## config.mk

```make
export PLATFORM = sky130hd
export DESIGN_NAME = stack_cmd_sequencer_flat
export DESIGN_NICKNAME = d
export VERILOG_FILES = /design/src/rtl/stack_cmd_if.sv /design/src/rtl/stack_cmd_sequencer.sv /design/src/flat_wrapper.sv
export SDC_FILE = /design/constraint.sdc
export NUM_CORES = 1
export LEC_CHECK = 0
export CORE_UTILIZATION = 25
export CTS_CLUSTER_DIAMETER = 150
export CTS_CLUSTER_SIZE = 14
export DETAILED_ROUTE_END_ITERATION = 16
export GPL_ROUTABILITY_DRIVEN = 0
export PLACE_DENSITY = 0.56
export SYNTH_ARGS = -nofsm -noshare
export SYNTH_HDL_FRONTEND = slang
export SYNTH_SLANG_ARGS = --single-unit
```

## constraint.sdc

```tcl
create_clock -name clk -period 3.55 [get_ports clk]
set_clock_uncertainty 0.15 [all_clocks]
set_input_delay 0.71 -clock clk [delete_from_list [all_inputs] [get_ports clk]]
set_output_delay 0.71 -clock clk [all_outputs]
set_load 0.02 [all_outputs]
```

## src/rtl/stack_cmd_if.sv

```systemverilog
// Command/response bus of the stack command sequencer.
// The master side issues push/pop commands and takes pop responses.
// The slave side is the sequencer.
interface stack_cmd_if #(
    parameter int unsigned DATA_WIDTH = 8
);
    logic                  cmd_valid;
    logic                  cmd_ready;
    logic                  cmd_pop;
    logic [DATA_WIDTH-1:0] cmd_data;
    logic                  rsp_valid;
    logic                  rsp_ready;
    logic [DATA_WIDTH-1:0] rsp_data;
    logic                  rsp_err;

    modport master (
        output cmd_valid, cmd_pop, cmd_data, rsp_ready,
        input  cmd_ready, rsp_valid, rsp_data, rsp_err
    );

    modport slave (
        input  cmd_valid, cmd_pop, cmd_data, rsp_ready,
        output cmd_ready, rsp_valid, rsp_data, rsp_err
    );
endinterface

```

## src/rtl/stack_cmd_sequencer.sv

```systemverilog
// Command front-end for the LIFO stack: takes push/pop commands over a valid/ready
// handshake, issues at most one stack strobe per cycle, tracks depth, rejects
// push-on-full / pop-on-empty with sticky error flags and returns popped data on a
// valid/ready response channel.
// Optional build macro STACK_CMD_WRAP_EN: push-on-full is issued anyway (the stack
// overwrites its oldest entry), depth stays at DEPTH and ovf_err is raised as a warning.
module stack_cmd_sequencer #(
    parameter int unsigned DATA_WIDTH = 8,
    parameter int unsigned DEPTH      = 32,
    parameter int unsigned DEPTH_W    = 6
) (
    input  logic                  clk,
    input  logic                  rst,
    stack_cmd_if.slave            bus,
    output logic                  stk_push,
    output logic                  stk_pop,
    output logic [DATA_WIDTH-1:0] stk_value,
    input  logic [DATA_WIDTH-1:0] stk_output,
    output logic [DEPTH_W-1:0]    depth,
    output logic                  full,
    output logic                  empty,
    output logic                  ovf_err,
    output logic                  unf_err,
    input  logic                  err_clr
);

`ifdef STACK_CMD_WRAP_EN
    localparam bit WRAP_EN = 1'b1;
`else
    localparam bit WRAP_EN = 1'b0;
`endif

    localparam logic [DEPTH_W-1:0] DEPTH_MAX = DEPTH_W'(DEPTH);

    typedef enum logic [1:0] {IDLE, ISSUE, RESP} state_t;

    state_t                state;
    logic                  op_pop;
    logic                  cmd_ready_r;
    logic                  rsp_valid_r;
    logic [DATA_WIDTH-1:0] rsp_data_r;
    logic                  rsp_err_r;
    logic                  stk_push_r;
    logic                  stk_pop_r;
    logic [DATA_WIDTH-1:0] stk_value_r;
    logic [DEPTH_W-1:0]    depth_r;
    logic                  ovf_r;
    logic                  unf_r;
    logic                  full_w;
    logic                  empty_w;
    logic                  ovf_set;
    logic                  unf_set;

    assign full_w  = (depth_r == DEPTH_MAX);
    assign empty_w = (depth_r == '0);

    // Rejections are resolved in ISSUE; depth is stable from accept until the end of ISSUE.
    assign ovf_set = (state == ISSUE) && !op_pop && full_w;
    assign unf_set = (state == ISSUE) && op_pop && empty_w;

    // Sequencer FSM with all outputs registered; strobes are decided at accept so ISSUE
    // drives clean flop outputs.
    always_ff @(posedge clk or posedge rst) begin
        if (rst) begin
            state       <= IDLE;
            op_pop      <= 1'b0;
            cmd_ready_r <= 1'b1;
            rsp_valid_r <= 1'b0;
            rsp_data_r  <= '0;
            rsp_err_r   <= 1'b0;
            stk_push_r  <= 1'b0;
            stk_pop_r   <= 1'b0;
            stk_value_r <= '0;
            depth_r     <= '0;
        end else begin
            case (state)
                IDLE: begin
                    if (bus.cmd_valid && cmd_ready_r) begin
                        state       <= ISSUE;
                        cmd_ready_r <= 1'b0;
                        op_pop      <= bus.cmd_pop;
                        if (bus.cmd_pop) begin
                            stk_pop_r <= !empty_w;
                        end else if (!full_w || WRAP_EN) begin
                            stk_push_r  <= 1'b1;
                            stk_value_r <= bus.cmd_data;
                        end
                    end
                end
                ISSUE: begin
                    stk_push_r  <= 1'b0;
                    stk_pop_r   <= 1'b0;
                    stk_value_r <= '0;
                    if (op_pop) begin
                        state       <= RESP;
                        rsp_valid_r <= 1'b1;
                        if (!empty_w) begin
                            rsp_data_r <= stk_output;
                            rsp_err_r  <= 1'b0;
                            depth_r    <= depth_r - DEPTH_W'(1);
                        end else begin
                            rsp_data_r <= '0;
                            rsp_err_r  <= 1'b1;
                        end
                    end else begin
                        state       <= IDLE;
                        cmd_ready_r <= 1'b1;
                        // A wrapping push leaves depth saturated at DEPTH.
                        if (!full_w) begin
                            depth_r <= depth_r + DEPTH_W'(1);
                        end
                    end
                end
                RESP: begin
                    if (bus.rsp_ready) begin
                        state       <= IDLE;
                        rsp_valid_r <= 1'b0;
                        cmd_ready_r <= 1'b1;
                    end
                end
                default: begin
                    state       <= IDLE;
                    cmd_ready_r <= 1'b1;
                end
            endcase
        end
    end

    // Sticky error flags; a new rejection wins over a simultaneous clear.
    always_ff @(posedge clk or posedge rst) begin
        if (rst) begin
            ovf_r <= 1'b0;
            unf_r <= 1'b0;
        end else begin
            ovf_r <= ovf_set || (ovf_r && !err_clr);
            unf_r <= unf_set || (unf_r && !err_clr);
        end
    end

    assign bus.cmd_ready = cmd_ready_r;
    assign bus.rsp_valid = rsp_valid_r;
    assign bus.rsp_data  = rsp_data_r;
    assign bus.rsp_err   = rsp_err_r;
    assign stk_push      = stk_push_r;
    assign stk_pop       = stk_pop_r;
    assign stk_value     = stk_value_r;
    assign depth         = depth_r;
    assign full          = full_w;
    assign empty         = empty_w;
    assign ovf_err       = ovf_r;
    assign unf_err       = unf_r;

endmodule

```

## src/flat_wrapper.sv

```systemverilog
// flat-port wrapper written by rule: the top's interface ports become plain ports
module stack_cmd_sequencer_flat 
#(
    parameter int unsigned DATA_WIDTH = 8,
    parameter int unsigned DEPTH      = 32,
    parameter int unsigned DEPTH_W    = 6
)
  (clk, rst, stk_push, stk_pop, stk_value, stk_output, depth, full, empty, ovf_err, unf_err, err_clr, bus_cmd_valid, bus_cmd_pop, bus_cmd_data, bus_rsp_ready, bus_cmd_ready, bus_rsp_valid, bus_rsp_data, bus_rsp_err);
  stack_cmd_if #(.DATA_WIDTH(DATA_WIDTH)) bus_i ();
  input  logic clk;
  input  logic rst;
  output logic stk_push;
  output logic stk_pop;
  output logic [DATA_WIDTH-1:0] stk_value;
  input  logic [DATA_WIDTH-1:0] stk_output;
  output logic [DEPTH_W-1:0] depth;
  output logic full;
  output logic empty;
  output logic ovf_err;
  output logic unf_err;
  input  logic err_clr;
  input wire logic [$bits(bus_i.cmd_valid)-1:0] bus_cmd_valid;
  input wire logic [$bits(bus_i.cmd_pop)-1:0] bus_cmd_pop;
  input wire logic [$bits(bus_i.cmd_data)-1:0] bus_cmd_data;
  input wire logic [$bits(bus_i.rsp_ready)-1:0] bus_rsp_ready;
  output wire logic [$bits(bus_i.cmd_ready)-1:0] bus_cmd_ready;
  output wire logic [$bits(bus_i.rsp_valid)-1:0] bus_rsp_valid;
  output wire logic [$bits(bus_i.rsp_data)-1:0] bus_rsp_data;
  output wire logic [$bits(bus_i.rsp_err)-1:0] bus_rsp_err;
  assign bus_i.cmd_valid = bus_cmd_valid;
  assign bus_i.cmd_pop = bus_cmd_pop;
  assign bus_i.cmd_data = bus_cmd_data;
  assign bus_i.rsp_ready = bus_rsp_ready;
  assign bus_cmd_ready = bus_i.cmd_ready;
  assign bus_rsp_valid = bus_i.rsp_valid;
  assign bus_rsp_data = bus_i.rsp_data;
  assign bus_rsp_err = bus_i.rsp_err;
  stack_cmd_sequencer #(.DATA_WIDTH(DATA_WIDTH), .DEPTH(DEPTH), .DEPTH_W(DEPTH_W)) u_core (.clk(clk), .rst(rst), .bus(bus_i), .stk_push(stk_push), .stk_pop(stk_pop), .stk_value(stk_value), .stk_output(stk_output), .depth(depth), .full(full), .empty(empty), .ovf_err(ovf_err), .unf_err(unf_err), .err_clr(err_clr));
endmodule
```

==> results.md <==
* Critical Path RT at approximately 2.7 ns
* RSZ-0062 raised after global routing: no
* DR pass1 iterations at 4
* Via/cell ratio at roughly 4.6
* DIE HEIGHT at about 80 um
* F_max at about 320 MHz
* Worst Setup End Kind: output pin
* Share of cells above drive strength 1 at 0.0784
* Final nets at 230
* Post-Syn Nets at roughly 170
* Worst slew pin tran at between 0.6 and 0.7 ns
* FF-to-FF setup slack at approximately 1.4 ns
* Area of the die at ~6400 um2
* Status: completed
* Setup violators final at 0
* Slowest Stage Delay on Critical Path at 0.67 ns
* H-tree Lvls at 2
* P per Cell Area at 946 nW/um2
* Drt initial violations at 87
* Register area share after synthesis at 0.529
* Reg clk slew, reported paths at 0.07 ns
* Total power draw at between 0.002 and 0.0025 W
* Critical path peak fanout at 7
* Core ar. at 5890 um2
* Slew Limit Fails at 0
* DIE WIDTH at about 80 um
* Setup TNS at 0 ns
* Drc violations at 0
* Sink Count at 32
* Post-CTS sizing at 0
* Worst Setup SP: u_core.depth[0]
* Worst reg-to-reg path cell count at 4
* CP Class: flop to output pin
* Yosys reg bits at 32
* # rows at 28
* # fillers at 593
* Post-CTS Hold Fix Bufs at 0
* Sequential cell area at around 800 um2
* Crit path arrival time at between 2 and 2.5 ns
* Initial Utilization at 0.258
* Cell Area, Synth at approximately 1500 um2
* Cells after synthesis at 147
* Final hold vios at 0
* Leak at around 0.94 nW
* Final wirelength at around 3700 um
* Skew-Pair Late Insertion Delay at about 0.28 ns
* Max-cap viol count at 0
* Gr ovfl total at 0
* Minimum clock period at 3.16 ns
* Vias in the first global route at about 1300
* Gr usage total at 0.132
* Worst IR Drop VDD at between 300 and 400 uV
* Vias at 1284
* Hold Startpoint: u_core.bus.rsp_err
* Reg-to-Reg End: u_core.depth[5]
* Crit-path cells: or4_4, nor3_1, clkdlybuf4s50_1
* Io pins at 53
* Distinct cells, synth at 37
* Reg2Reg Launch Point: u_core.state[0]
* Largest net degree at the start of global routing at 18
* PortBufs at 52
* First-pass GRT wire length at between 6000 and 7000 um
* Setup Fix Bufs, Post-CTS at 0
* HP Class: flop to flop
* Final period utilization at 0.889
* Multi-input logic area at between 600 and 700 um2
* Routed Antenna Nets at 0
* CTS tree: done
* Hpwl dp at approximately 2800 um
* CTS buffer count at 5
* Largest buffer count on any clock path at 2
* Yosys warns at 0
* Hold Path Cell Cnt at 2
* Hold endpoint: u_core.bus.rsp_err
* Initial antenna violation count at 0
* DP Area at about 2100 um2
* Min Hold Slack at ~0.32 ns
* Slowest stage cell, crit path: clkdlybuf4s50_1
* Antenna Cells at 0
* Final Instance Area at 2220 um2
* Rel. slew slack at 0.579
* Area growth syn-to-layout at 46.7%
* Syn_area_per_cell at 10.3 um2
* Critical path startpoint category: flop
* Drt wl/cell at around 13 um
* Root Buffer: clkbuf_8
worst max path at each step:
| stage | end |
|---|---|
| final | empty |
| after global routing | empty |
| after CTS | empty |
| after detailed placement | empty |
| after global placement | empty |
| after floorplan | empty |
layout by cell type, fill, tap and decap left out, types with 2 or more instances in the layout:
cell type,count
nand2_1,27
o21a_1,3
a21oi_1,3
dfrtp_1,31
xnor2_1,2
xor2_1,2
o21ai_0,20
clkdlybuf4s50_1,52
nor2_1,5
nor2b_1,3
inv_1,8
ha_1,4
nand2b_1,2
buf_4,2
nor3_1,3
a22o_1,8
clkbuf_8,7
per-stage QoR:
step,worst slack [ns],instances,util
6_report,0.394,279,0.378
4_1_cts,0.334,279,0.378
3_3_place_gp,0.687,271,0.361
2_1_floorplan,1.18,147,-
3_5_place_dp,0.647,271,0.361
5_1_grt,0.293,279,0.378
state kept, by name, summed over array words and instances (netlist names):
name / cells
u_core.ovf_err: 1
u_core.stk_value: 8
u_core.state: 2
u_core.op_pop: 1
u_core.bus.rsp_data: 8
u_core.bus.rsp_err: 1
u_core.bus.cmd_ready: 1
u_core.depth: 6
u_core.stk_pop: 1
u_core.unf_err: 1
u_core.bus.rsp_valid: 1
u_core.stk_push: 1
kinds of logic after synthesis:
kind of cell | count (synthesis) | share of synthesized area
compound gates | 48 | 0.231
xor+xnor | 4 | 0.0231
fa+ha+maj | 5 | 0.0462
buf+inv | 13 | 0.0338
flops | 32 | 0.529
simple gates | 45 | 0.137
power breakdown:
part / internal (W) / switching (W) / total, W
clock network: 0.000177 / 0.000132 / 0.000309
registers: 0.000532 / 0.000163 / 0.000695
logic: 0.000530 / 0.000571 / 0.00110
total: 0.00124 / 0.000865 / 0.00210
cell usage after synthesis:
master / number / area, um2
nor2b_1: 3 / 18.8
o221a_1: 1 / 11.3
nor4_1: 1 / 6.26
nand2b_1: 2 / 12.5
o211ai_1: 1 / 7.51
o31ai_4: 1 / 21.3
or4_4: 1 / 11.3
o31a_1: 1 / 8.76
o21a_1: 3 / 22.5
dfstp_2: 1 / 26.3
clkbuf_1: 3 / 11.3
nand2_1: 27 / 101
xor2_1: 2 / 17.5
fa_1: 1 / 20.0
o2111a_1: 1 / 11.3
o21bai_2: 1 / 11.3
a32o_1: 1 / 10.0
a21o_2: 1 / 8.76
o2bb2ai_1: 1 / 8.76
inv_1: 8 / 30.0
buf_2: 2 / 10.0
and3_1: 1 / 6.26
nor3_1: 3 / 15.0
a211oi_2: 1 / 12.5
o21ai_0: 20 / 100
nand3_1: 1 / 5.00
nor3b_2: 1 / 12.5
a311oi_1: 1 / 8.76
a21oi_1: 3 / 15.0
dfrtp_1: 31 / 776
o22ai_1: 1 / 6.26
xnor2_1: 2 / 17.5
a211oi_1: 1 / 7.51
o32ai_1: 1 / 8.76
ha_1: 4 / 50.1
a22o_1: 8 / 70.1
nor2_1: 5 / 18.8
layout make-up:
| cell class | count | share of cell area |
|---|---|---|
| sequential | 32 | 0.361 |
| tap | 75 | 0.0422 |
| timing repair buffer | 54 | 0.241 |
| multi-input combinational | 102 | 0.298 |
| clock buffer | 8 | 0.0450 |
| inverter | 8 | 0.0135 |
routing by layer:
| layer | vias to the layer above | part of all wire | wire length (um) | global-route usage |
|---|---|---|---|---|
| li1 | 632 | - | - | - |
| met1 | 609 | 0.47 | 1730 | 0.170 |
| met2 | 38 | 0.46 | 1730 | 0.208 |
| met3 | 5 | 0.059 | 219 | 0.0411 |
| met4 | 0 | 0.012 | 46 | 0.0482 |
| met5 | - | 0 | 0 | 0 |
worst max-delay path: cells and delay by family, from the launching register on:
kind / cells / cell delay, ns
buf+inv: 1 / 0.67
simple gates: 2 / 0.89
flops: 1 / 0.45
Note: power is estimated with default switching activity, not from simulation.
